**src/rtl/adc_seq_sched.sv**
```systemverilog
// Multi-channel ADC sequencer: converts enabled channels on each trigger
// edge into a shadow bank, then publishes the bank at the valley update.
module adc_seq_sched #(
   parameter int NCH    = 4,
   parameter int CHW    = 2,
   parameter int DW     = 12,
   parameter int TO_CYC = 255
) (
   input  logic               clk,
   input  logic               rst,
   input  logic               trig_in,
   input  logic               update_in,
   input  logic [NCH-1:0]     ch_mask,
   input  logic               clr_err,
   input  logic               adc_done,
   input  logic [DW-1:0]      adc_data,
   output logic               adc_start,
   output logic [CHW-1:0]     adc_ch,
   output logic [NCH*DW-1:0]  res_bus,
   output logic               res_valid,
   output logic               busy,
   output logic               overrun,
   output logic               timeout
);

   localparam int CW = $clog2(TO_CYC + 1);

   typedef enum logic [2:0] {
      IDLE, SEL, START, WAIT, NEXT, DONE
   } state_t;

   state_t state, state_n;

   logic           trig_q;
   logic           trig_edge;
   logic [NCH-1:0] mask_q;
   logic [NCH-1:0] mask_nxt;
   logic [CW-1:0]  cnt;
   logic [DW-1:0]  shadow [NCH];
   logic [CHW-1:0] low;

   logic ld_mask;
   logic pub;
   logic ovr_set;
   logic to_set;
   logic wr_sh;

   assign trig_edge = trig_in & ~trig_q;
   // x & (x-1) drops the lowest set bit
   assign mask_nxt  = mask_q & (mask_q - NCH'(1));
   assign adc_start = (state == START);
   assign busy      = (state != IDLE);

   always_comb begin
      low = '0;
      for (int k = NCH - 1; k >= 0; k--) begin
         if (mask_q[k]) low = CHW'(k);
      end
   end

   always_ff @(posedge clk) begin
      if (!rst) state <= IDLE;
      else      state <= state_n;
   end

   always_comb begin
      state_n = state;
      ld_mask = 1'b0;
      pub     = 1'b0;
      ovr_set = 1'b0;
      to_set  = 1'b0;
      wr_sh   = 1'b0;
      unique case (state)
         IDLE: begin
            if (trig_edge && (|ch_mask)) begin
               ld_mask = 1'b1;
               state_n = SEL;
            end
         end
         SEL: begin
            ovr_set = trig_edge;
            state_n = START;
         end
         START: begin
            ovr_set = trig_edge;
            state_n = WAIT;
         end
         WAIT: begin
            ovr_set = trig_edge;
            if (adc_done) begin
               wr_sh   = 1'b1;
               state_n = NEXT;
            end else if (cnt == CW'(TO_CYC - 1)) begin
               to_set  = 1'b1;
               state_n = NEXT;
            end
         end
         NEXT: begin
            ovr_set = trig_edge;
            state_n = (|mask_q) ? SEL : DONE;
         end
         DONE: begin
            if (update_in) begin
               pub     = 1'b1;
               state_n = IDLE;
               // a trigger coinciding with publish starts a fresh sequence
               if (trig_edge && (|ch_mask)) begin
                  ld_mask = 1'b1;
                  state_n = SEL;
               end
            end else if (trig_edge) begin
               ovr_set = 1'b1;
            end
         end
         default: state_n = IDLE;
      endcase
   end

   always_ff @(posedge clk) begin
      if (!rst) begin
         trig_q    <= 1'b0;
         mask_q    <= '0;
         cnt       <= '0;
         adc_ch    <= '0;
         res_bus   <= '0;
         res_valid <= 1'b0;
         overrun   <= 1'b0;
         timeout   <= 1'b0;
         for (int k = 0; k < NCH; k++) shadow[k] <= '0;
      end else begin
         trig_q    <= trig_in;
         res_valid <= pub;
         if (ld_mask) begin
            mask_q <= ch_mask;
         end else if (state == SEL) begin
            mask_q <= mask_nxt;
            adc_ch <= low;
         end
         if (state == START)     cnt <= '0;
         else if (state == WAIT) cnt <= cnt + CW'(1);
         if (wr_sh) shadow[adc_ch] <= adc_data;
         if (pub) begin
            for (int k = 0; k < NCH; k++) res_bus[k*DW +: DW] <= shadow[k];
         end
         if (ovr_set)      overrun <= 1'b1;
         else if (clr_err) overrun <= 1'b0;
         if (to_set)       timeout <= 1'b1;
         else if (clr_err) timeout <= 1'b0;
      end
   end

endmodule

```
**config.mk**
```make
export PLATFORM = sky130hd
export DESIGN_NAME = adc_seq_sched
export DESIGN_NICKNAME = d
export VERILOG_FILES = /design/src/rtl/adc_seq_sched.sv
export SDC_FILE = /design/constraint.sdc
export NUM_CORES = 1
export LEC_CHECK = 0
export BUFFER_PORTS_ARGS = -buffer_cell sky130_fd_sc_hd__buf_2
export CAP_MARGIN = 30
export CORE_MARGIN = 4
export CORE_UTILIZATION = 33
export DETAILED_ROUTE_END_ITERATION = 8
export PLACE_DENSITY = 0.55
export SETUP_SLACK_MARGIN = 0.2
export SYNTH_ARGS = -nofsm -noshare
export SYNTH_HDL_FRONTEND = slang
export SYNTH_SLANG_ARGS = --single-unit
```
**constraint.sdc**
```tcl
create_clock -name clk -period 2.5 [get_ports clk]
set_clock_uncertainty 0.2 [all_clocks]
set_input_delay 0.125 -clock clk [delete_from_list [all_inputs] [get_ports clk]]
set_output_delay 0.125 -clock clk [all_outputs]
set_load 0.02 [all_outputs]
```
==> metrics <==
status completed; total power 0.004992 W; fin cells 728; initial antenna violation count 0; DRT antenna net count 0; final hold vios 0; Syn Area/Cell 10.47 um^2; Power Density 832.3 nW/um^2; Worst Path Required 2340 ps; All-Layer GR Usage 13.53%; CTS H-Tree Depth 4; Max stage delay on crit path 490 ps; Post-synth top cells nand2_1 (105), dfxtp_1 (69), and2_1 (52); placed cells 675; crit start category flip-flop; Clock Latency Late Sink 410 ps; FFs w/ async S/R, synth 0%; Unique masters post-synth 44; Die H 126.0 um; # port buffers 76; WS Path Type reg2reg; Cell Chain, Critical Path and3b_1 -> nand3_1 -> nor3_2 -> nand2b_1; flop-to-flop setup slack 450 ps; Max IR drop VDD 465.9 uV; post-DR vias/cell 4.551; syn_nets 463; clk sinks 117; setup TNS 0 ps; cts bufs inserted 17; CTS Root Cell clkbuf_16; fillcell total 1,333; Core Rows 42; top_reg_cell synth dfxtp_1; Routed WL 10.27 mm; die outline area 15,880 um^2; Worst Hold Margin 47.31 ps; area grow syn2layout 30.46%; RD Place Congestion 0.7450; Synth Cell Area 4597 um^2; First-pass DRT Iterations 4; Max Clk Rate 487.8 MHz; Synth area leaders edfxtp_1 (31%), dfxtp_1 (30%), nand2_1 (8.6%); Worst slew margin 61.66%; diode count 0; largest net degree at the start of global routing 49; DRC 0; #FFs+latches synth 117; Resize count post-CTS 0; starting density of the core 34.17%; number of synthesized flops with an enable pin 48; Max FO, Critical Path 12; worst hold path type in2reg; sequential area share after synthesis 61.40%; global-route wire length before repair 16.70 mm; top-count cell post-synth nand2_1; CP endpoint kind flip-flop; number of I/O pins 77; leakage power 2.365 nW; arrival time at the worst endpoint 1890 ps; Setup-failing EPs final 0; Worst-path clk slew 50 ps; RSZ-0062 raised after global routing false; slowest cell on the critical path dfxtp_1; Die Width 126.0 um; CTS tree done; 1st-iter DRT viols 165; yosys warns 0; post-DR wirelength/cell 14.11 um; Worst-Margin Slew 575.1 ps; MaxCap Viol Count 0; routed vias 3,313; Slew Limit Fails 0; post-synth top area share 31.36%; Final Cycle Share 81.99%; cell count after synthesis 439; Core ar. 13,450 um^2; vias in the first global route 3,206; minimum clock period 2050 ps; share of cells above drive strength 1 21.74%; fin nets 563; maximum clock insertion buffer count 2; largest area contributor in the netlist edfxtp_1; HPWL Detailed 7.123 mm; total grt overflow 0
[cells in the final DEF (no fill, tap or decap), types with 2 or more instances in the layout]
cell type | Yosys | routed
a21boi_0 | 48 | 48
and3_1 | 3 | 3
buf_4 | 1 | 12
xnor2_1 | 4 | 4
clkinv_2 | 0 | 2
xor2_1 | 3 | 3
clkbuf_1 | 16 | 2
clkinvlp_4 | 0 | 2
edfxtp_1 | 48 | 48
o2111ai_1 | 2 | 2
o21ai_0 | 4 | 3
buf_2 | 7 | 76
nand4_1 | 5 | 5
inv_1 | 5 | 5
and2_1 | 52 | 52
bufinv_16 | 0 | 2
nand2b_1 | 4 | 4
nor3_2 | 2 | 2
nor4_1 | 4 | 4
nor3_1 | 2 | 2
o21a_1 | 2 | 2
clkbuf_8 | 0 | 4
clkbuf_16 | 0 | 19
nand2_1 | 105 | 105
a21oi_1 | 3 | 3
o21ai_1 | 4 | 5
ha_1 | 2 | 2
mux2i_1 | 2 | 2
dlygate4sd3_1 | 0 | 21
or3_1 | 3 | 3
nor2b_1 | 3 | 3
nor2_1 | 12 | 12
dfxtp_1 | 69 | 69
nand3_1 | 7 | 7
[area by class of cell]
type / count / area (um^2) / share of cell area [%]
clock inverters: 7 / 88.84 / 1.481
clock buffers: 25 / 538.0 / 8.971
inverters: 5 / 18.77 / 0.3130
multi-input cells: 289 / 1628 / 27.14
repair buffers: 109 / 680.7 / 11.35
flip-flops and latches: 117 / 2823 / 47.07
well taps: 176 / 220.2 / 3.672
[repair_timing]
action / 4_1_cts / 5_1_grt
setup endpoints to repair: 0 / 0
hold endpoints to repair: 58 / 0
hold buffers: 21 / 0
buffers inserted: 0 / 0
[final timing paths]
path | end | depth (start not counted) | startpoint
max | shadow[2][1] | 4 | state[1]
min | state[1] | 3 | rst
min reg2reg | res_bus[33] | 2 | res_bus[33]
max reg2reg | shadow[2][1] | 4 | state[1]
[stage by stage]
step                instance area (um^2)  util, %  worst slack, ps
global route                        5997    44.58            314.2
finish                              5997    44.58            450.2
global placement                    5160    38.36            482.1
detailed placement                  5160    38.36            452.2
CTS                                 5997    44.58            444.7
floorplan                           4597        -            107.6
[power by group]
part	leakage [nW]	internal, W	switching [W]
Sequential	1.05	0.00205	0.0000548
Combinational	1.01	0.000163	0.000217
Clock	0.303	0.00169	0.000818
Total	2.36	0.00390	0.00109
[logic make-up (layout without fill, tap and decap cells)]
logic type | after synthesis | after routing | synth area share (%)
adder cells (fa/ha/maj) | 2 | 2 | 0.5443
flip-flops | 117 | 117 | 61.40
buffers and inverters | 33 | 146 | 3.185
multiplexers | 2 | 2 | 0.4355
XOR/XNOR | 7 | 7 | 1.334
AND/OR/NAND/NOR | 209 | 209 | 22.26
AO/OA/AOI/OAI | 69 | 69 | 10.83
[worst max-delay path, delay by kind of cell, from the launching register on]
family / cells / cell delay (ps)
simple gates: 4 / 990
flops: 1 / 490
[sequential cells by signal (all words and copies together) (netlist names)]
signal     cells
adc_ch         2
cnt            8
mask_q         4
overrun        1
res_bus       48
res_valid      1
shadow        48
state          3
timeout        1
trig_q         1
[metal layers]
| layer | up-vias | track usage [%] | wire length (um) |
|---|---|---|---|
| met5 | - | 0 | 0 |
| met4 | 0 | 6.246 | 182 |
| met3 | 15 | 3.683 | 436 |
| met2 | 65 | 20.81 | 4705 |
| met1 | 1556 | 17.79 | 4948 |
| li1 | 1677 | - | - |
Power figures use the tool's default switching activity.
